<file path="src/rtl/sevseg_pkg.sv">
// Shared seven-segment definitions: active-low glyph table (bit0=a .. bit6=g),
// blank pattern and the scan-decoder FSM state type.
package sevseg_pkg;

    typedef logic [6:0] seg_t;

    localparam seg_t SEG_BLANK = 7'h7F;

    localparam seg_t GLYPHS [16] = '{
        7'h40, 7'h79, 7'h24, 7'h30, 7'h19, 7'h12, 7'h02, 7'h78,
        7'h00, 7'h10, 7'h08, 7'h03, 7'h46, 7'h21, 7'h06, 7'h0E
    };

    typedef enum logic [1:0] {
        IDLE,
        SETTLE,
        CAPTURED
    } state_t;

endpackage

</file>
<file path="src/rtl/sevseg_glyph_decode.sv">
// Combinational reverse lookup of an active-low segment pattern into a hex nibble.
// Patterns outside the glyph table (blank included) report valid=0 and nibble=0.
module sevseg_glyph_decode
    import sevseg_pkg::*;
(
    input  logic [6:0] segs,
    output logic       valid,
    output logic [3:0] nibble
);

    always_comb begin
        valid  = 1'b0;
        nibble = 4'h0;
        for (int i = 0; i < 16; i++) begin
            if (segs == GLYPHS[i]) begin
                valid  = 1'b1;
                nibble = 4'(i);
            end
        end
    end

endmodule

</file>
<file path="src/rtl/sevseg_scan_decoder.sv">
// Recovers the 32-bit word shown on a scanned 8-digit seven-segment display.
// Define SEVSEG_DEC_SYNC_EN to add 2-flop input synchronisers for asynchronous sources.
module sevseg_scan_decoder
    import sevseg_pkg::*;
#(
    parameter int SETTLE_CYCLES = 4
)
(
    input  logic        clock,
    input  logic        reset,
    input  logic [7:0]  anode_select,
    input  logic [6:0]  segs,
    output logic [31:0] value,
    output logic [7:0]  err_mask,
    output logic        frame_valid
);

    localparam int CW = $clog2(SETTLE_CYCLES + 1);

    logic [7:0] an;
    logic [6:0] sg;

`ifdef SEVSEG_DEC_SYNC_EN
    logic [7:0] an_p0, an_p1;
    logic [6:0] sg_p0, sg_p1;

    // Synchroniser stages reset to the idle (all lines off) level
    always_ff @(posedge clock or negedge reset) begin
        if (!reset) begin
            an_p0 <= '1;
            an_p1 <= '1;
            sg_p0 <= '1;
            sg_p1 <= '1;
        end else begin
            an_p0 <= anode_select;
            an_p1 <= an_p0;
            sg_p0 <= segs;
            sg_p1 <= sg_p0;
        end
    end

    assign an = an_p1;
    assign sg = sg_p1;
`else
    assign an = anode_select;
    assign sg = segs;
`endif

    logic [7:0]    an_prev;
    logic [6:0]    sg_prev;
    state_t        state;
    logic [CW-1:0] cnt;
    logic [7:0]    bitmap;
    logic [31:0]   shadow;
    logic [7:0]    shadow_err;

    logic          glyph_ok;
    logic [3:0]    nibble;

    sevseg_glyph_decode u_decode (
        .segs   (sg),
        .valid  (glyph_ok),
        .nibble (nibble)
    );

    logic [7:0]    an_low;
    logic          an_ok;
    logic          same;
    logic [2:0]    idx;
    logic [CW-1:0] cnt_nxt;
    logic          sample;
    logic [31:0]   shadow_new;
    logic [7:0]    err_new;
    logic [7:0]    bitmap_new;

    always_comb begin
        an_low = ~an;
        an_ok  = (an_low != 8'h00) && ((an_low & (an_low - 8'd1)) == 8'h00);
        same   = (an == an_prev) && (sg == sg_prev);
        idx    = 3'd0;
        for (int i = 0; i < 8; i++) begin
            if (!an[i]) idx = 3'(i);
        end
        // The cycle that enters SETTLE already counts as the first stable cycle
        cnt_nxt = (state == SETTLE && same) ? cnt + 1'b1 : CW'(1);
        sample  = an_ok && !(state == CAPTURED && same) && (cnt_nxt == CW'(SETTLE_CYCLES));
        shadow_new = shadow;
        shadow_new[{idx, 2'b00} +: 4] = nibble;
        err_new      = shadow_err;
        err_new[idx] = !glyph_ok;
        bitmap_new   = bitmap | an_low;
    end

    always_ff @(posedge clock or negedge reset) begin
        if (!reset) begin
            an_prev     <= '1;
            sg_prev     <= '1;
            state       <= IDLE;
            cnt         <= '0;
            bitmap      <= '0;
            shadow      <= '0;
            shadow_err  <= '0;
            value       <= '0;
            err_mask    <= '0;
            frame_valid <= 1'b0;
        end else begin
            an_prev     <= an;
            sg_prev     <= sg;
            frame_valid <= 1'b0;

            if (!an_ok) begin
                state <= IDLE;
                cnt   <= '0;
            end else if (!(state == CAPTURED && same)) begin
                cnt   <= cnt_nxt;
                state <= sample ? CAPTURED : SETTLE;
            end

            if (sample) begin
                shadow     <= shadow_new;
                shadow_err <= err_new;
                // Publish straight from the merged shadow so the pulse lands the cycle after the 8th sample
                if (bitmap_new == 8'hFF) begin
                    value       <= shadow_new;
                    err_mask    <= err_new;
                    frame_valid <= 1'b1;
                    bitmap      <= '0;
                end else begin
                    bitmap <= bitmap_new;
                end
            end
        end
    end

endmodule
</file>
<file path="config.mk">
export PLATFORM = sky130hd
export DESIGN_NAME = sevseg_scan_decoder
export DESIGN_NICKNAME = d
export VERILOG_FILES = /design/src/rtl/sevseg_pkg.sv /design/src/rtl/sevseg_glyph_decode.sv /design/src/rtl/sevseg_scan_decoder.sv
export SDC_FILE = /design/constraint.sdc
export NUM_CORES = 1
export LEC_CHECK = 0
export CAP_MARGIN = 10
export CORE_ASPECT_RATIO = 1.75
export CORE_UTILIZATION = 55
export DETAILED_ROUTE_END_ITERATION = 12
export GPL_ROUTABILITY_DRIVEN = 1
export HOLD_SLACK_MARGIN = 0.03
export PLACE_DENSITY_LB_ADDON = 0.08
export SLEW_MARGIN = 10
export SYNTH_ARGS = -nofsm -noshare
export SYNTH_HDL_FRONTEND = slang
export SYNTH_HIERARCHICAL = 1
export SYNTH_SLANG_ARGS = --single-unit
</file>
<file path="constraint.sdc">
create_clock -name clock -period 4.1 [get_ports clock]
set_input_delay 0.615 -clock clock [delete_from_list [all_inputs] [get_ports clock]]
set_output_delay 0.615 -clock clock [all_outputs]
set_load 0.03 [all_outputs]
</file>
==> summary.md, run 1 <==
| Metric | Value |
|---|---|
| Async S/R FF share, synth | `100.0%` |
| CP endpoint kind | `flip-flop` |
| Gr ovfl total | `0` |
| Static leakage | `0.002880 uW` |
| Worst setup endpoint | `shadow[16]$_DFFE_PN0P_` |
| DRC viols | `0` |
| Most frequent cells in the layout | `dfrtp_1, mux2_2, clkdlybuf4s50_1` |
| Finished Layout Cells | `just under 700` |
| Sequential area share after synthesis | `around half` |
| Slew @ Worst Pin | `around 1.0 ns` |
| Clk buf depth | `2` |
| RSZ-0062 raised after global routing | `no` |
| Max Clk Rate | `293.5 MHz` |
| Total track usage | `between 20% and 30%` |
| Largest net degree at the start of global routing | `85` |
| Primary FF master, synth | `dfrtp_1` |
| Worst Skew | `~0.0076 ns` |
| Maximum fanout along the worst path | `9` |
| Mapped cell area | `5431 um^2` |
| Combinational Power Share | `7.3%` |
| Worst r2r dst | `shadow[16]$_DFFE_PN0P_` |
| Net Sw Frac | `22.18%` |
| Setup Fix Bufs, Post-CTS | `0` |
| M2 GR Usage | `between 40% and 50%` |
| Cells after Synth | `500` |
| Worst endpoint required time | `roughly 4.3 ns` |
| TritonCTS Buffers | `9` |
| Clock latency on the worst-skew pair | `0.34 ns` |
| First-pass GRT wire length | `just under 20 mm` |
| Number of global-route vias before repair | `3,949` |
| Post-Route WL | `11.65 mm` |
| Area of the core | `around 9500 um^2` |
| Synth cell types | `between 60 and 70` |
| Post-layout min period | `around 3.4 ns` |
| Endpoints failing setup | `0` |
| Num Clock Sinks | `around 110` |
| Ratio of cells with drive above 1 in the final layout | `20.47%` |
| Worst min path class | `in -> async` |
| Most common cell after layout, fill and taps aside | `dfrtp_1` |
| Top cell type's share of synthesized area | `between 40% and 50%` |
| Buffer type at the clock tree root | `clkbuf_16` |
| Clock network fraction of design power | `about two fifths` |
| Post-synth EDFFs | `0` |
| Total negative slack | `0 ns` |
| DR pass1 iterations | `4` |
| Hold-fix buffers, CTS | `0` |
| Hold Fails Final Rpt | `0` |
| Avg WL per Cell | `17.28 um` |
| # resized after CTS | `0` |
| Critical path data arrival time | `3.63 ns` |
| Met3 usage | `3.014%` |
| Grt peak-use layer | `met2` |
| Area Growth Syn to Fin | `16.95%` |
| PwrDens | `around 330 nW/um^2` |
| Power Total | `approximately 2100 uW` |
| Critical path type | `in -> reg` |
| IO Pins | `between 50 and 60` |
| Synthesized Nets | `approximately 520` |
| Final worst path period share | `roughly 83%` |
| H-Tree Depth | `3` |
| R2R Path Start | `an_prev[7]$_DFF_PN1_` |
| Met1 usage | `about 29%` |
| Vias | `a little under 4,000` |
| # rows | `47` |
| Initial antenna violation count | `0` |
| Rel. slew slack | `between 30 and 40%` |
| Synth area leader | `dfrtp_1` |
| R2R setup slack | `around 1.4 ns` |
| Reg clk slew, reported paths | `0.06 ns` |
| Status | `finished clean` |
| Peak VDD IR | `slightly below 0.0003 V` |
| Seq pwr share | `approximately 52%` |
| Synthesis warning total | `6` |
| Initial Util | `~57%` |
| IO buf count | `57` |
| Synth top area cells | `dfrtp_1, mux2_2, dfstp_2` |
| Slew Viols, Final | `0` |
| Switching pwr | `465.5 uW` |
| Pint | `around 1600 uW` |
| # nets final | `571` |
| ANT nets after route | `0` |
| Via-per-instance ratio | `roughly 6` |
| Antenna Cells | `0` |
| Die Y | `~130 um` |
| Initial DRC count | `around 210` |
| CTS tree | `done` |
| Seq cells post-synth | `between 100 and 150` |
| FF-to-FF path depth | `6` |
| Post-DP HPWL | `around 8.3 mm` |
| Syn_area_per_cell | `between 10 and 15 um^2` |
| Die area | `10,290 um^2` |
| Startpoint Class | `input pin` |
| Chip width | `just under 80 um` |
| Worst hold margin | `around 0.43 ns` |
| Cells after DPL | `about 660` |
| Crit path launch | `anode_select[2]` |
| Routability cong. | `0.8156` |
| Max-cap violation count | `0` |
[through the flow]
stage	worst slack [ns]	utilization, %	cell area, um^2
detailed placement	0.3626	63.66	6065
finish	0.6931	66.68	6352
global placement	0.4194	63.66	6065
CTS	0.7073	66.68	6352
floorplan	0.5636	-	5431
global route	0.4630	66.68	6352
[registers in the layout, indices dropped and copies added (netlist names)]
register and count:
value 32, shadow_err 8, sg_prev 7, state 2, an_prev 8, err_mask 8, bitmap 8, frame_valid 1
cnt 3, shadow 32
[Yosys cell counts, types with 9 or more instances]
master     n
dfrtp_1   94
mux2_2    56
o21ai_0   55
nand2_1   35
inv_1     24
mux2i_1   21
nor2_1    18
clkbuf_1  16
nand3_1   16
dfstp_2   15
xor2_1    14
a21oi_1   12
buf_2     11
o21ai_1   10
o31ai_1    9
[worst min path at each step]
| stage | slack [ns] | endpoint | depth (start not counted) | startpoint |
|---|---|---|---|---|
| after global placement | 0.48 | bitmap[0]$_DFFE_PN0P_ | 2 | bitmap[0]$_DFFE_PN0P_ |
| after global routing | 0.52 | shadow[0]$_DFFE_PN0P_ | 1 | shadow[0]$_DFFE_PN0P_ |
| after CTS | 0.51 | state[0]$_DFFE_PN0P_ | 1 | reset |
| final | 0.43 | state[0]$_DFFE_PN0P_ | 1 | reset |
| after floorplan | 0.32 | bitmap[0]$_DFFE_PN0P_ | 0 | reset |
| after detailed placement | 0.49 | bitmap[5]$_DFFE_PN0P_ | 2 | bitmap[5]$_DFFE_PN0P_ |
[critical path, cell delays in order]
cell,delay (ns)
clkdlybuf4s50_1,0.66
a21oi_1,0.12
o31ai_1,0.28
inv_1,0.11
ha_1,0.25
ha_1,0.36
nand3_1,0.09
or3_1,0.44
nor2_1,0.32
mux2_2,0.38
[layer usage]
layer / share of wire [%] / routed length (um)
met1: 40 / 4691
met2: 54 / 6249
met3: 3.0 / 352
met4: 3.0 / 354
met5: 0 / 0
[final cells by class]
cell class                 count  area [um^2]
multi-input combinational    331         2395
inverter                      24        90.09
timing repair buffer          72        680.7
clock inverter                 1        30.03
tap                          122        152.6
clock buffer                  15        257.7
sequential                   109         2746
fill                         751         3174
[kinds of logic (layout without fill, tap and decap cells)]
kind of cell	count (synthesis)	after routing	synth area share [%]
AO/OA/AOI/OAI	108	108	11.59
adder cells (fa/ha/maj)	7	7	1.612
multiplexers	77	77	15.48
buffers and inverters	60	112	5.436
flip-flops	109	109	50.56
AND/OR/NAND/NOR	122	122	12.58
XOR/XNOR	17	17	2.741
[power groups by stage]
stage	logic [uW]	clock network [uW]	registers, uW
6_report	153	853	1090
5_1_grt	170	908	1090
4_1_cts	154	866	1090
3_5_place_dp	153	0	1110
3_3_place_gp	150	0	1110
2_1_floorplan	89.8	0	1110
Note: power is estimated with default switching activity, not from simulation.
==> inputs of run 2 (changes only) <==
==> constraint.sdc (replaced) <==
create_clock -name clock -period 3.6 [get_ports clock]
set_input_delay 0.54 -clock clock [delete_from_list [all_inputs] [get_ports clock]]
set_output_delay 0.54 -clock clock [all_outputs]
set_load 0.03 [all_outputs]
==> summary.md, run 2 (synthesis gave the netlist of run 1 again) <==
| Metric | Value |
|---|---|
| CP endpoint kind | `flip-flop` |
| Antenna Cells | `0 (unchanged)` |
| Post-layout min period | `3.262 ns` |
| Worst Skew | `0.009717 ns (+0.002138 ns)` |
| TritonCTS Buffers | `9 (unchanged)` |
| Initial DRC count | `200 (-6.1%)` |
| Gr ovfl total | `0 (unchanged)` |
| Clock latency on the worst-skew pair | `0.35 ns (about the same)` |
| Fin worst setup slack | `0.3385 ns (-0.3547 ns)` |
| Buffer type at the clock tree root | `clkbuf_16` |
| Placement Cell Area | `6200 um^2 (+2.2%)` |
| Endpoints failing setup | `0 (unchanged)` |
| # nets final | `584 (+2.3%)` |
| Post-DP HPWL | `8.618 mm (+3.6%)` |
| Peak VDD IR | `0.0003552 V (+21%)` |
| Cells after DPL | `671 (+2.0%)` |
| Pre-CTS setup slack | `-0.004816 ns (-0.3674 ns)` |
| PwrDens | `385.0 nW/um^2 (+17%)` |
| Critical path data arrival time | `3.49 ns (-0.14 ns)` |
| Chip width | `77.12 um (unchanged)` |
| Max-cap violation count | `0 (unchanged)` |
| Biggest regs | `shadow: 32 flops, value: 32 flops` |
| Post-route cell area | `6535 um^2 (+2.9%)` |
| Hold-fix buffers, CTS | `0 (unchanged)` |
| IO Pins | `58 (unchanged)` |
| Final worst path period share | `roughly nine tenths` |
| Final cell utilization of the core | `68.60% (+1.9 points)` |
| Post-Route WL | `12.04 mm (+3.3%)` |
| Hold Fails Final Rpt | `0 (unchanged)` |
| Number of global-route vias before repair | `4,019 (+1.8%)` |
| Area of the core | `9527 um^2 (unchanged)` |
| Setup Fix Bufs, Post-CTS | `0 (unchanged)` |
| Initial antenna violation count | `0 (unchanged)` |
| ANT nets after route | `0 (unchanged)` |
| Max Clk Rate | `about 310 MHz` |
| Filler cell count | `762 (+1.5%)` |
| First-pass GRT wire length | `20.00 mm (+3.0%)` |
| DRC viols | `0 (unchanged)` |
| IO buf count | `57 (unchanged)` |
| Worst endpoint required time | `3.83 ns (-0.50 ns)` |
| Slew Viols, Final | `0 (unchanged)` |
| Reg clk slew, reported paths | `0.07 ns (about the same)` |
| RSZ-0062 raised after global routing | `no` |
| Critical path type | `in -> reg` |
| Num Clock Sinks | `109 (unchanged)` |
| Rel. slew slack | `54.64% (+24 points)` |
| Vias | `3,930 (+0.051%)` |
| Status | `finished clean` |
| Total track usage | `24.95% (+0.71 points)` |
| Via-per-instance ratio | `5.721 (-1.8%)` |
| Avg WL per Cell | `17.52 um (+1.4%)` |
| Startpoint Class | `input pin` |
| H-Tree Depth | `3 (unchanged)` |
| Die Y | `133.5 um (unchanged)` |
| Slew @ Worst Pin | `0.6804 ns (-0.3626 ns)` |
| Routability cong. | `0.9056 (+11%)` |
| Most frequent cells in the layout | `dfrtp_1, mux2_2, clkdlybuf4s50_1` |
| Clk buf depth | `2 (unchanged)` |
| CTS tree | `done` |
| Maximum fanout along the worst path | `6 (-3)` |
| Initial Util | `57.01% (unchanged)` |
| Die area | `10,290 um^2 (unchanged)` |
| Static leakage | `0.002974 uW (+3.3%)` |
| Finished Layout Cells | `687 (+1.9%)` |
| Total negative slack | `0 ns (unchanged)` |
| # resized after CTS | `0 (unchanged)` |
| Area Growth Syn to Fin | `20.32%` |
| Most common cell after layout, fill and taps aside | `dfrtp_1` |
| Worst min path class | `in -> async` |
| DR pass1 iterations | `5 (+1)` |
| Ratio of cells with drive above 1 in the final layout | `23.19% (+2.7 points)` |
| # rows | `47 (unchanged)` |
| Largest net degree at the start of global routing | `58 (-32%)` |
==> run 2: changes by cell type in the layout (fill, tap and decap cells not counted) <==
cell | before | now
buf_4 | 16 | 26
buf_12 | 0 | 3
bufinv_16 | 1 | 2
clkinv_8 | 0 | 1
inv_6 | 0 | 1
clkinvlp_4 | 0 | 1
clkbuf_1 | 5 | 0
clkbuf_8 | 1 | 0
clkinv_4 | 0 | 2
==> run 2: routing by layer <==
| metal | wire [um] | up-vias | GRT usage (%) | share of wire (%) |
|---|---|---|---|---|
| met4 | 163 | 0 | 9.539 | 1.4 |
| met1 | 4724 | 1951 | 28.36 | 39 |
| met5 | 0 | - | 0 | 0 |
| met2 | 6820 | 76 | 46.51 | 57 |
| met3 | 328 | 15 | 3.288 | 2.7 |
| li1 | - | 1888 | - | - |
==> run 2: final cells by class <==
class                      count  area (um^2)  share of cell area, %
clock buffer                   9        225.2                  3.446
multi-input combinational    331         2395                  36.65
timing repair buffer          85        815.8                  12.48
sequential                   109         2746                  42.03
tap                          122        152.6                  2.336
inverter                      24        90.09                  1.379
clock inverter                 7        110.1                  1.685
==> run 2: per-stage QoR <==
step / hold WS (ns) / power (uW)
global route: 0.2828 / 2597
detailed placement: 0.4841 / 1456
finish: 0.2268 / 2516
CTS: 0.2497 / 2540
global placement: 0.4828 / 1452
floorplan: 0.2444 / 1369
==> run 2: power breakdown <==
group	total [uW]	internal, uW	switching (uW)
sequential	1240	1240	3.91
clock	1080	621	462
combinational	190	70.4	120
==> run 2: worst max-delay path, cell delays in order <==
cell	delay, ns
clkdlybuf4s50_1	0.43
inv_1	0.13
a21oi_1	0.08
o31ai_1	0.37
inv_1	0.13
ha_1	0.24
ha_1	0.37
nand3_1	0.09
or3_1	0.43
nor2_1	0.30
mux2_2	0.38
==> run 2: worst paths after layout <==
| kind | depth (start not counted) | slack [ns] | endpoint | from |
|---|---|---|---|---|
| max | 11 | 0.34 | shadow[16]$_DFFE_PN0P_ | anode_select[1] |
| min | 1 | 0.23 | state[1]$_DFFE_PN0P_ | reset |
| max reg2reg | 7 | 1.02 | shadow[16]$_DFFE_PN0P_ | an_prev[7]$_DFF_PN1_ |
| min reg2reg | 2 | 0.50 | bitmap[0]$_DFFE_PN0P_ | bitmap[0]$_DFFE_PN0P_ |
| max in group asynchronous | 2 | 2.58 | an_prev[2]$_DFF_PN1_ | reset |
| min in group clock | 2 | 0.50 | bitmap[0]$_DFFE_PN0P_ | bitmap[0]$_DFFE_PN0P_ |
